**src/rtl/cpu_pkg.sv**
```systemverilog
// Shared CPU definitions: multiply/divide opcodes and the MDU sequencer state encoding.
package cpu_pkg;

  localparam logic OP_MUL = 1'b0;
  localparam logic OP_DIV = 1'b1;

  typedef enum logic [1:0] {
    ST_IDLE = 2'd0,
    ST_RUN  = 2'd1,
    ST_FIX  = 2'd2,
    ST_DONE = 2'd3
  } mdu_state_t;

endpackage

```
**src/rtl/mul_div_unit_if.sv**
```systemverilog
// Request/result bundle between the control unit and the multiply-divide unit.
interface mul_div_unit_if #(
  parameter int DATA_WIDTH = 32
);
  logic                  start;
  logic                  op;
  logic                  signed_op;
  logic [DATA_WIDTH-1:0] a;
  logic [DATA_WIDTH-1:0] b;
  logic [DATA_WIDTH-1:0] hi;
  logic [DATA_WIDTH-1:0] lo;
  logic                  busy;
  logic                  done;
  logic                  div_by_zero;

  modport master (
    output start, op, signed_op, a, b,
    input  hi, lo, busy, done, div_by_zero
  );

  modport slave (
    input  start, op, signed_op, a, b,
    output hi, lo, busy, done, div_by_zero
  );
endinterface

```
**src/rtl/nr_div_step.sv**
```systemverilog
// One combinational shift-subtract division iteration on unsigned magnitudes.
module nr_div_step #(
  parameter int DATA_WIDTH = 32
) (
  input  logic [DATA_WIDTH:0]   rem_i,
  input  logic [DATA_WIDTH-1:0] quo_i,
  input  logic [DATA_WIDTH-1:0] dvs_i,
  output logic [DATA_WIDTH:0]   rem_o,
  output logic [DATA_WIDTH-1:0] quo_o
);

  logic [DATA_WIDTH+1:0] diff;

  always_comb begin
    // Partial remainder shifted left with the next dividend bit; the top bit of diff is the borrow.
    diff = {rem_i, quo_i[DATA_WIDTH-1]} - {2'b00, dvs_i};
    if (diff[DATA_WIDTH+1]) begin
      rem_o = {rem_i[DATA_WIDTH-1:0], quo_i[DATA_WIDTH-1]};
    end else begin
      rem_o = diff[DATA_WIDTH:0];
    end
    quo_o = {quo_i[DATA_WIDTH-2:0], ~diff[DATA_WIDTH+1]};
  end

endmodule

```
**src/rtl/mul_div_unit.sv**
```systemverilog
// Iterative signed/unsigned multiply-divide unit feeding the HI/LO registers.
// Works on operand magnitudes for W iterations, then applies the result signs in one fix-up cycle.
module mul_div_unit
  import cpu_pkg::*;
#(
  parameter int DATA_WIDTH = 32
) (
  input  logic           clock,
  input  logic           clear_n,
  mul_div_unit_if.slave  bus
);

  localparam int W     = DATA_WIDTH;
  localparam int CNT_W = $clog2(DATA_WIDTH) + 1;

  function automatic logic [W-1:0] mag(input logic [W-1:0] x, input logic sgn);
    return (sgn && x[W-1]) ? (~x + {{(W-1){1'b0}}, 1'b1}) : x;
  endfunction

  mdu_state_t       state_q, state_d;
  logic             op_q, op_d;
  logic             neg_q, neg_d;
  logic             rsign_q, rsign_d;
  logic [W-1:0]     ma_q, ma_d;
  logic [W-1:0]     mb_q, mb_d;
  logic [2*W-1:0]   acc_q, acc_d;
  logic [W:0]       rem_q, rem_d;
  logic [W-1:0]     quo_q, quo_d;
  logic [CNT_W-1:0] cnt_q, cnt_d;
  logic [W-1:0]     hi_q, hi_d;
  logic [W-1:0]     lo_q, lo_d;
  logic             dz_q, dz_d;

  logic [W:0]       mul_sum;
  logic [W:0]       step_rem;
  logic [W-1:0]     step_quo;

  nr_div_step #(.DATA_WIDTH(W)) u_div_step (
    .rem_i (rem_q),
    .quo_i (quo_q),
    .dvs_i (mb_q),
    .rem_o (step_rem),
    .quo_o (step_quo)
  );

  always_comb begin
    state_d = state_q;
    op_d    = op_q;
    neg_d   = neg_q;
    rsign_d = rsign_q;
    ma_d    = ma_q;
    mb_d    = mb_q;
    acc_d   = acc_q;
    rem_d   = rem_q;
    quo_d   = quo_q;
    cnt_d   = cnt_q;
    hi_d    = hi_q;
    lo_d    = lo_q;
    dz_d    = dz_q;
    // Radix-2 shift-add: add the multiplicand into the upper half when the multiplier LSB is set.
    mul_sum = {1'b0, acc_q[2*W-1:W]} + (acc_q[0] ? {1'b0, ma_q} : {(W+1){1'b0}});

    unique case (state_q)
      ST_IDLE: begin
        if (bus.start) begin
          op_d    = bus.op;
          ma_d    = mag(bus.a, bus.signed_op);
          mb_d    = mag(bus.b, bus.signed_op);
          neg_d   = bus.signed_op & (bus.a[W-1] ^ bus.b[W-1]);
          rsign_d = bus.signed_op & bus.a[W-1];
          cnt_d   = '0;
          acc_d   = {{W{1'b0}}, mb_d};
          rem_d   = '0;
          quo_d   = ma_d;
          dz_d    = 1'b0;
          if (bus.op == OP_DIV && bus.b == '0) begin
            dz_d    = 1'b1;
            hi_d    = bus.a;
            lo_d    = '1;
            state_d = ST_DONE;
          end else begin
            state_d = ST_RUN;
          end
        end
      end
      ST_RUN: begin
        cnt_d = cnt_q + CNT_W'(1);
        if (op_q == OP_MUL) begin
          acc_d = {mul_sum, acc_q[W-1:1]};
        end else begin
          rem_d = step_rem;
          quo_d = step_quo;
        end
        if (cnt_q == CNT_W'(W - 1)) begin
          state_d = ST_FIX;
        end
      end
      ST_FIX: begin
        // Quotient truncates toward zero; remainder follows the dividend sign.
        if (op_q == OP_MUL) begin
          {hi_d, lo_d} = neg_q ? -acc_q : acc_q;
        end else begin
          lo_d = neg_q ? -quo_q : quo_q;
          hi_d = W'(rsign_q ? -rem_q : rem_q);
        end
        state_d = ST_DONE;
      end
      ST_DONE: begin
        state_d = ST_IDLE;
      end
      default: begin
        state_d = ST_IDLE;
      end
    endcase
  end

  always_ff @(posedge clock or negedge clear_n) begin
    if (!clear_n) begin
      state_q <= ST_IDLE;
      hi_q    <= '0;
      lo_q    <= '0;
      dz_q    <= 1'b0;
    end else begin
      state_q <= state_d;
      hi_q    <= hi_d;
      lo_q    <= lo_d;
      dz_q    <= dz_d;
    end
  end

  // Working registers are only meaningful between an accepted start and DONE, so they need no reset.
  always_ff @(posedge clock) begin
    op_q    <= op_d;
    neg_q   <= neg_d;
    rsign_q <= rsign_d;
    ma_q    <= ma_d;
    mb_q    <= mb_d;
    acc_q   <= acc_d;
    rem_q   <= rem_d;
    quo_q   <= quo_d;
    cnt_q   <= cnt_d;
  end

  assign bus.hi          = hi_q;
  assign bus.lo          = lo_q;
  assign bus.busy        = (state_q != ST_IDLE);
  assign bus.done        = (state_q == ST_DONE);
  assign bus.div_by_zero = dz_q;

endmodule

```
**src/flat_wrapper.sv**
```systemverilog
// flat-port wrapper written by rule: the top's interface ports become plain ports
module mul_div_unit_flat import cpu_pkg::*;
#(
  parameter int DATA_WIDTH = 32
)
  (clock, clear_n, bus_start, bus_op, bus_signed_op, bus_a, bus_b, bus_hi, bus_lo, bus_busy, bus_done, bus_div_by_zero);
  mul_div_unit_if #(.DATA_WIDTH(DATA_WIDTH)) bus_i ();
  input  logic clock;
  input  logic clear_n;
  input wire logic [$bits(bus_i.start)-1:0] bus_start;
  input wire logic [$bits(bus_i.op)-1:0] bus_op;
  input wire logic [$bits(bus_i.signed_op)-1:0] bus_signed_op;
  input wire logic [$bits(bus_i.a)-1:0] bus_a;
  input wire logic [$bits(bus_i.b)-1:0] bus_b;
  output wire logic [$bits(bus_i.hi)-1:0] bus_hi;
  output wire logic [$bits(bus_i.lo)-1:0] bus_lo;
  output wire logic [$bits(bus_i.busy)-1:0] bus_busy;
  output wire logic [$bits(bus_i.done)-1:0] bus_done;
  output wire logic [$bits(bus_i.div_by_zero)-1:0] bus_div_by_zero;
  assign bus_i.start = bus_start;
  assign bus_i.op = bus_op;
  assign bus_i.signed_op = bus_signed_op;
  assign bus_i.a = bus_a;
  assign bus_i.b = bus_b;
  assign bus_hi = bus_i.hi;
  assign bus_lo = bus_i.lo;
  assign bus_busy = bus_i.busy;
  assign bus_done = bus_i.done;
  assign bus_div_by_zero = bus_i.div_by_zero;
  mul_div_unit #(.DATA_WIDTH(DATA_WIDTH)) u_core (.clock(clock), .clear_n(clear_n), .bus(bus_i));
endmodule
```
**config.mk**
```make
export PLATFORM = sky130hd
export DESIGN_NAME = mul_div_unit_flat
export DESIGN_NICKNAME = d
export VERILOG_FILES = /design/src/rtl/cpu_pkg.sv /design/src/rtl/mul_div_unit_if.sv /design/src/rtl/nr_div_step.sv /design/src/rtl/mul_div_unit.sv /design/src/flat_wrapper.sv
export SDC_FILE = /design/constraint.sdc
export NUM_CORES = 1
export LEC_CHECK = 0
export CAP_MARGIN = 20
export CORE_MARGIN = 4
export CORE_UTILIZATION = 35
export CTS_CLUSTER_DIAMETER = 100
export CTS_CLUSTER_SIZE = 14
export DETAILED_ROUTE_END_ITERATION = 12
export GPL_TIMING_DRIVEN = 0
export SYNTH_ARGS = -nofsm -noshare
export SYNTH_HDL_FRONTEND = slang
export SYNTH_SLANG_ARGS = --single-unit
```
**constraint.sdc**
```tcl
create_clock -name clock -period 15.9 [get_ports clock]
set_clock_uncertainty 0.05 [all_clocks]
set_input_delay 3.18 -clock clock [delete_from_list [all_inputs] [get_ports clock]]
set_output_delay 3.18 -clock clock [all_outputs]
set_load 0.03 [all_outputs]
```
==> results_tabular.tex, run 1 <==
\begin{tabular}{lr}
\hline
Metric & Value \\
\hline
\multicolumn{2}{l}{\textbf{Run status}} \\
Outcome & finished clean \\
\multicolumn{2}{l}{\textbf{Die}} \\
X dimension of the die & 239.6 µm \\
Starting density of the core & 35.51\% \\
Area inside the core boundary & 52870 µm² \\
Total Die Area & 57410 µm² \\
Rows & 84 \\
Die Height & 239.6 µm \\
I/O pin total & 136 \\
\multicolumn{2}{l}{\textbf{STA}} \\
Achievable Freq & approximately 0.14 GHz \\
Tmin final & 7.134 ns \\
Headroom to the max-slew limit & a little over a quarter \\
Pin slew with the least headroom to its limit & 1.090 ns \\
Total Negative Setup Slacks & 0 ns \\
Number of setup violations in the final report & 0 \\
Hold violation count in the final report & 0 \\
Number of max-slew violations in the final report & 0 \\
Minimum hold slack & 0.4408 ns \\
Final worst-path cycle share & between 40\% and 50\% \\
Setup repair after global routing missed its margin & false \\
\multicolumn{2}{l}{\textbf{Yosys}} \\
Number of flops mapped to enable cells by yosys & 202 \\
Synthesis-stage register bit count & 269 \\
Distinct cell type count after synthesis & 71 \\
Sequential fraction of the synthesis area & between 40\% and 50\% \\
Netlist area before placement & between 15000 and 20000 µm² \\
Main synth FF type & sky130\_fd\_sc\_hd\_\_edfxtp\_1 \\
Post-synthesis instance total & 1982 \\
Warnings from Yosys & 0 \\
Async S/R FF share, synth & roughly a quarter \\
Number of nets in the synthesized netlist & approximately 2100 \\
Syn Area/Cell & 9.472 µm² \\
\multicolumn{2}{l}{\textbf{Clock tree}} \\
Clock slew at the register clock pins of the worst setup and hold paths & 0.07 ns \\
Insertion delay of the later-clocked pin in the worst-skew pair & 0.57 ns \\
Master cell of the clock root buffer & sky130\_fd\_sc\_hd\_\_clkbuf\_16 \\
Cts hold-fix bufs & 0 \\
Count of cells resized by post-cts repair & 0 \\
CTS tree & built \\
Number of setup buffers added after CTS & 0 \\
H-Tree Depth & 1 \\
Maximum clock path buffer count & 3 \\
Number of clock sinks seen by CTS & 269 \\
Inserted Clock Buffers & 23 \\
\multicolumn{2}{l}{\textbf{Final layout}} \\
Finished Cell Area & 21810 µm² \\
Commonest non-fill, non-tap cells in the layout & sky130\_fd\_sc\_hd\_\_edfxtp\_1 (202), sky130\_fd\_sc\_hd\_\_nand2\_1 (183), sky130\_fd\_sc\_hd\_\_nor2\_1 (167) \\
Most frequent standard cell in the layout excluding fill and tap cells & sky130\_fd\_sc\_hd\_\_edfxtp\_1 \\
Share of layout cells above drive strength 1 & 6.051\% \\
Net count, final & 2294 \\
Final Core Density & about 41\% \\
Synthesis-to-layout area growth & 16.16\% \\
\multicolumn{2}{l}{\textbf{Route}} \\
Total wire length & 69060 µm \\
Number of optimization iterations in the first detailed-route pass & 5 \\
WL/cell & 24.20 µm \\
ANT nets after route & 0 \\
Total via count in the routed design & 16520 \\
Via density & between 5 and 6 \\
DRC violation count after routing & 0 \\
Count of routing violations after the opening detailed-route iteration & 1558 \\
\multicolumn{2}{l}{\textbf{Global routing}} \\
GRT Residual Overflow & 0 \\
Global routing usage summed across all routing layers & 23.13\% \\
Via count of the first global-routing pass & 15820 \\
Initial antenna violation count & 4 \\
Maximum number of pins on one net before global-route repair & between 40 and 50 \\
Global-route wire length before repair & 100900 µm \\
\multicolumn{2}{l}{\textbf{Placed design}} \\
Gpl congestion & approximately 0.94 \\
Detailed placer's ending HPWL & 54150 µm \\
Number of port buffers & 135 \\
Placement-stage cell area & 21140 µm² \\
\multicolumn{2}{l}{\textbf{Critical path}} \\
Highest net fanout along the worst path & 10 \\
Nature of the critical path startpoint & input port \\
Kind of critical path & in2reg \\
Cell breakdown of the critical path & clkdlybuf4s50\_1 > nor4\_1 > and4b\_1 > and4bb\_2 > and3\_1 > and4b\_1 > a21o\_1 > clkbuf\_1 > and2\_1 > clkbuf\_1 > buf\_2 > a21oi\_1 \\
Slowest-stage cell, CP & sky130\_fd\_sc\_hd\_\_clkbuf\_1 \\
Family of cells with the greatest summed delay on the critical path & simple AND/OR/NAND/NOR gates \\
CP peak stage delay & $\sim$0.67 ns \\
CP bufs+invs & 4 \\
Critical Path Sink Type & register \\
Arrival time at the worst endpoint & 7.52 ns \\
Required time of the worst setup path & 16.28 ns \\
\multicolumn{2}{l}{\textbf{Pwr}} \\
Total power per unit cell area & 226.1 nW/µm² \\
Static Leak & 8.074 nW \\
VDD IR-drop max & 92.26 µV \\
\multicolumn{2}{l}{\textbf{Job}} \\
Max Cap Violations & 0 \\
\multicolumn{2}{l}{\textbf{Min path}} \\
Kind of path behind the tightest hold check & reg2reg \\
\hline
\end{tabular}
-- through the flow --
step / setup WS [ns] / power [mW] / cells
4_1_cts: 8.863 / 4.894 / 2853
3_3_place_gp: 3.628 / 4.276 / 2805
5_1_grt: 8.508 / 5.214 / 2854
6_report: 8.766 / 4.930 / 2854
3_5_place_dp: 8.277 / 4.319 / 2811
2_1_floorplan: 7.310 / 3.330 / 1982
-- sequential cells by signal, indices dropped and copies added (netlist names) --
name                    cells
u_core.ma_q                32
u_core.neg_q                1
u_core.bus.lo              32
u_core.mb_q                32
u_core.quo_q               32
u_core.state_q              2
u_core.rsign_q              1
u_core.acc_q               64
u_core.rem_q               33
u_core.op_q                 1
u_core.cnt_q                6
u_core.bus.hi              32
u_core.bus.div_by_zero      1
-- cells by family (layout without fill, tap and decap cells) --
family,after synthesis,after routing,synth area share [%]
xor+xnor,228,228,10.64
mux,97,97,5.665
compound gates,513,513,16.99
fa+ha+maj,77,77,5.212
buf+inv,161,344,3.246
flops,269,269,41.24
other cells,0,1,0
simple gates,637,637,17.01
-- worst min-delay path, delay by kind of cell, from the launching register on --
| kind | cells | cell delay, ns |
|---|---|---|
| DFF | 1 | 0.34 |
| AOI/OAI and AO/OA | 1 | 0.06 |
| and+or+nand+nor | 1 | 0.05 |
-- power breakdown --
group / internal [mW] / total (mW) / switching (mW)
logic: 1.07 / 2.76 / 1.69
registers: 1.21 / 1.61 / 0.400
clock network: 0.276 / 0.557 / 0.281
total: 2.55 / 4.93 / 2.38
-- cell type report --
class                           instances  area [µm²]
Antenna cell                            1       2.502
Buffer                                 91       346.6
Clock buffer                           39       635.6
Clock inverter                          3       33.78
Fill cell                            5155       31060
Inverter                               70       265.3
Multi-Input combinational cell       1552       10450
Sequential cell                       269        7742
Tap cell                              688       860.8
Timing Repair Buffer                  141        1476
-- path summary, 6_finish.rpt --
check | end | cells after the start | from | slack [ns]
min reg2reg | u_core.bus.hi[6]$_DFFE_PN0P_ | 2 | u_core.bus.hi[6]$_DFFE_PN0P_ | 0.44
max in group asynchronous | u_core.bus.hi[25]$_DFFE_PN0P_ | 2 | clear_n | 12.69
min | u_core.bus.hi[6]$_DFFE_PN0P_ | 2 | u_core.bus.hi[6]$_DFFE_PN0P_ | 0.44
min in group asynchronous | u_core.bus.hi[2]$_DFFE_PN0P_ | 1 | clear_n | 2.50
max reg2reg | u_core.acc_q[62]$_SDFFCE_PN0P_ | 13 | u_core.acc_q[0]$_DFFE_PP_ | 10.98
max | u_core.bus.lo[18]$_DFFE_PN0P_ | 12 | bus_b[4] | 8.77
-- cells in the mapped netlist, types with 4 or more instances --
cell type                  count  area share [%]
sky130_fd_sc_hd__a211o_1       6            0.28
sky130_fd_sc_hd__a211oi_1      7            0.28
sky130_fd_sc_hd__a21boi_0      4            0.16
sky130_fd_sc_hd__a21o_1       38             1.5
sky130_fd_sc_hd__a21oi_1     154             4.1
sky130_fd_sc_hd__a221oi_1      4            0.19
sky130_fd_sc_hd__a31oi_1      30             1.0
sky130_fd_sc_hd__a41oi_1       4            0.19
sky130_fd_sc_hd__and2_1       48             1.6
sky130_fd_sc_hd__and3_1       14            0.47
sky130_fd_sc_hd__buf_1         8            0.16
sky130_fd_sc_hd__buf_2         4            0.11
sky130_fd_sc_hd__clkbuf_1     79             1.6
sky130_fd_sc_hd__dfrtp_1      67             8.9
sky130_fd_sc_hd__edfxtp_1    202              32
sky130_fd_sc_hd__ha_1         75             5.0
sky130_fd_sc_hd__inv_1        68             1.4
sky130_fd_sc_hd__mux2_2       60             3.6
sky130_fd_sc_hd__mux2i_1      35             1.9
sky130_fd_sc_hd__nand2_1     183             3.7
sky130_fd_sc_hd__nand2b_1     28            0.93
sky130_fd_sc_hd__nand3_1      34            0.91
sky130_fd_sc_hd__nand4_1       9            0.30
sky130_fd_sc_hd__nor2_1      167             3.3
sky130_fd_sc_hd__nor2b_1       9            0.30
sky130_fd_sc_hd__nor3_1       31            0.83
sky130_fd_sc_hd__nor3b_1      22            0.88
sky130_fd_sc_hd__nor4_1       18            0.60
sky130_fd_sc_hd__o211ai_1     13            0.52
sky130_fd_sc_hd__o21a_1       18            0.72
sky130_fd_sc_hd__o21ai_0     126             3.4
sky130_fd_sc_hd__o21bai_1     10            0.40
sky130_fd_sc_hd__o31a_1        5            0.23
sky130_fd_sc_hd__o31ai_1      55             2.2
sky130_fd_sc_hd__o41ai_1      16            0.75
sky130_fd_sc_hd__or2_2        10            0.33
sky130_fd_sc_hd__or3_1        19            0.63
sky130_fd_sc_hd__or4_1        21            0.84
sky130_fd_sc_hd__or4_4         5            0.30
sky130_fd_sc_hd__xnor2_1     121             5.6
sky130_fd_sc_hd__xor2_1      107             5.0
-- metal layers --
metal / share of wire, % / wire [µm] / track usage (%)
met3: 7.3 / 5040 / 3.305
met4: 3.9 / 2660 / 8.039
met1: 44 / 30540 / 32.76
met2: 45 / 30820 / 36.30
met5: 0 / 0 / 0
Power figures use the tool's default switching activity.
==> run 2, diff against run 1 <==
==> constraint.sdc (replaced) <==
create_clock -name clock -period 6.2 [get_ports clock]
set_clock_uncertainty 0.05 [all_clocks]
set_input_delay 1.24 -clock clock [delete_from_list [all_inputs] [get_ports clock]]
set_output_delay 1.24 -clock clock [all_outputs]
set_load 0.03 [all_outputs]
==> run 2 against run 1 <==
  * Routed wire length hardly changed
  * Clock-buffer cell count is 1 higher
  * First-iteration DRC count is 8.5% higher
  * Worst setup slack worse by 7.8 ns
  * Flip-flop and latch count stayed put
  * Final cell count stayed put
  * Clock power grew to 2.6 times the previous value
  * Worst hold slack worse by 0.0063 ns
  * Total power grew to 2.6 times the previous value
==> results_tabular.tex, run 2 (synthesized netlist as in run 1, its figures left out) <==
\begin{tabular}{lr}
\hline
Metric & Value \\
\hline
\multicolumn{2}{l}{\textbf{Run status}} \\
Outcome & finished clean \\
\multicolumn{2}{l}{\textbf{STA}} \\
Pin slew with the least headroom to its limit & 1.088 ns \\
Minimum setup slack in the final design & 1.006 ns \\
Hold violation count in the final report & 0 \\
Number of max-slew violations in the final report & 0 \\
Setup repair after global routing missed its margin & false \\
Headroom to the max-slew limit & 27.44\% \\
Total Negative Setup Slacks & 0 ns \\
Tmin final & 5.194 ns \\
Achievable Freq & 0.1925 GHz \\
Number of setup violations in the final report & 0 \\
Final worst-path cycle share & 83.78\% \\
\multicolumn{2}{l}{\textbf{Job}} \\
Max Cap Violations & 0 \\
\multicolumn{2}{l}{\textbf{Clock tree}} \\
Insertion delay of the later-clocked pin in the worst-skew pair & 0.58 ns \\
Maximum clock path buffer count & 3 \\
H-Tree Depth & 1 \\
Count of cells resized by post-cts repair & 0 \\
Master cell of the clock root buffer & sky130\_fd\_sc\_hd\_\_clkbuf\_16 \\
Clock slew at the register clock pins of the worst setup and hold paths & $\sim$0.070 ns \\
Cts hold-fix bufs & 0 \\
Number of clock sinks seen by CTS & 269 \\
CTS tree & built \\
Number of setup buffers added after CTS & 0 \\
Inserted Clock Buffers & 23 \\
\multicolumn{2}{l}{\textbf{Die}} \\
Die Height & 239.6 µm \\
I/O pin total & between 100 and 150 \\
Starting density of the core & 35.51\% \\
Rows & 84 \\
X dimension of the die & 239.6 µm \\
Area inside the core boundary & 52870 µm² \\
Total Die Area & 57410 µm² \\
\multicolumn{2}{l}{\textbf{Final layout}} \\
Reg with most FFs & u\_core.acc\_q \\
Commonest non-fill, non-tap cells in the layout & sky130\_fd\_sc\_hd\_\_edfxtp\_1 (202), sky130\_fd\_sc\_hd\_\_nand2\_1 (183), sky130\_fd\_sc\_hd\_\_nor2\_1 (167) \\
Synthesis-to-layout area growth & 16.29\% \\
Max reg flops & 64 \\
Area taken by multi-input logic gates & 10450 µm² \\
Register area & slightly below 8000 µm² \\
Largest registers ranked by flip-flop count & u\_core.acc\_q: 64 flops, u\_core.rem\_q: 33 flops \\
Final Core Density & 41.30\% \\
Most frequent standard cell in the layout excluding fill and tap cells & sky130\_fd\_sc\_hd\_\_edfxtp\_1 \\
Finished Cell Area & 21830 µm² \\
Net count, final & 2294 \\
Share of layout cells above drive strength 1 & 6.051\% \\
Total of fill cells in the finished design & 5148 \\
\multicolumn{2}{l}{\textbf{Critical path}} \\
Required time of the worst setup path & 6.59 ns \\
Critical Path Sink Type & register \\
Nature of the critical path startpoint & input port \\
Crit Reg-Reg Endpoint & u\_core.acc\_q[60]\$\_SDFFCE\_PN0P\_ \\
Crit path from & bus\_b[4] \\
Kind of critical path & in2reg \\
Highest net fanout along the worst path & 11 \\
Arrival time at the worst endpoint & 5.58 ns \\
Flop-to-flop setup slack & 1.35 ns \\
Worst reg2reg path depth & 13 \\
Reg-to-reg startpoint & u\_core.acc\_q[0]\$\_DFFE\_PP\_ \\
\multicolumn{2}{l}{\textbf{Pwr}} \\
VDD IR-drop max & 266.3 µV \\
Static Leak & 8.084 nW \\
Total power per unit cell area & 579.1 nW/µm² \\
\multicolumn{2}{l}{\textbf{Route}} \\
Total wire length & 69000 µm \\
ANT nets after route & 0 \\
Number of optimization iterations in the first detailed-route pass & 5 \\
Total via count in the routed design & 16470 \\
Via density & a little under 6 \\
DRC violation count after routing & 0 \\
WL/cell & 24.18 µm \\
Count of routing violations after the opening detailed-route iteration & roughly 1700 \\
\multicolumn{2}{l}{\textbf{Min path}} \\
Worst Hold Endpoint & u\_core.bus.hi[15]\$\_DFFE\_PN0P\_ \\
Startpoint of the lowest-slack hold path & u\_core.bus.hi[15]\$\_DFFE\_PN0P\_ \\
Kind of path behind the tightest hold check & reg2reg \\
Hold Path Depth & 2 \\
\multicolumn{2}{l}{\textbf{Placed design}} \\
Number of port buffers & 135 \\
Gpl congestion & 0.9543 \\
Worst slack at placement & a little over 0.5 ns \\
Detailed placer's ending HPWL & 54320 µm \\
Placement-stage cell area & between 20000 and 25000 µm² \\
\multicolumn{2}{l}{\textbf{Global routing}} \\
Met1 routing resource usage after global routing & around a third \\
Global-route wire length before repair & 100900 µm \\
Met2 capacity usage during global routing & 35.75\% \\
Busiest layer in global routing & met2 \\
Maximum number of pins on one net before global-route repair & 68 \\
Initial antenna violation count & 3 \\
Global routing usage summed across all routing layers & 23.26\% \\
Met3 layer usage reported by global route & 4.836\% \\
Via count of the first global-routing pass & 15550 \\
GRT Residual Overflow & 0 \\
\hline
\end{tabular}
run 2: how the worst max path moves through the flow:
stage	slack, ns	cells after the start	endpoint
after floorplan	0.94	4	u_core.quo_q[0]$_DFFE_PP_
after global placement	-1.81	5	u_core.acc_q[36]$_SDFFCE_PN0P_
after detailed placement	0.51	12	u_core.bus.lo[22]$_DFFE_PN0P_
after CTS	1.09	12	u_core.bus.lo[22]$_DFFE_PN0P_
after global routing	0.83	12	u_core.bus.lo[17]$_DFFE_PN0P_
final	1.01	12	u_core.bus.lo[22]$_DFFE_PN0P_
run 2: area by class of cell:
| class | instances | share of cell area [%] |
|---|---|---|
| multi-input combinational | 1552 | 47.84 |
| buffer | 91 | 1.587 |
| antenna | 1 | 0.01146 |
| clock inverter | 2 | 0.1318 |
| sequential | 269 | 35.46 |
| timing repair buffer | 141 | 6.831 |
| tap | 688 | 3.943 |
| inverter | 70 | 1.215 |
| clock buffer | 40 | 2.974 |
run 2: layer usage:
| metal | vias to the layer above | share of wire, % |
|---|---|---|
| met3 | 126 | 8.0 |
| met4 | 2 | 4.5 |
| li1 | 7578 | - |
| met1 | 8032 | 43 |
| met2 | 727 | 44 |
| met5 | - | 0.11 |
run 2: worst max-delay path, cell delays in order:
cell                              delay (ns)
sky130_fd_sc_hd__clkdlybuf4s50_1        0.46
sky130_fd_sc_hd__nor4_1                 0.47
sky130_fd_sc_hd__and4b_1                0.41
sky130_fd_sc_hd__and4bb_2               0.32
sky130_fd_sc_hd__and3_1                 0.27
sky130_fd_sc_hd__and4b_1                0.46
sky130_fd_sc_hd__a21o_1                 0.17
sky130_fd_sc_hd__clkbuf_1               0.57
sky130_fd_sc_hd__and2_1                 0.22
sky130_fd_sc_hd__clkbuf_1               0.45
sky130_fd_sc_hd__buf_2                  0.41
sky130_fd_sc_hd__a21oi_1                0.12
run 2: power breakdown:
| part | total, mW | internal (mW) | switching (mW) |
|---|---|---|---|
| combinational | 7.09 | 2.75 | 4.34 |
| sequential | 4.11 | 3.11 | 1.00 |
| clock | 1.44 | 0.719 | 0.723 |
| total | 12.6 | 6.58 | 6.07 |
run 2: through the flow:
| stage | total power [mW] | hold WS (ns) | std cells |
|---|---|---|---|
| after CTS | 12.58 | 0.4419 | 2853 |
| after floorplan | 8.516 | 0.4501 | 1982 |
| after global placement | 10.93 | 0.4241 | 2805 |
| after global routing | 13.42 | 0.4709 | 2853 |
| final | 12.64 | 0.4345 | 2854 |
| after detailed placement | 11.09 | 0.4250 | 2811 |
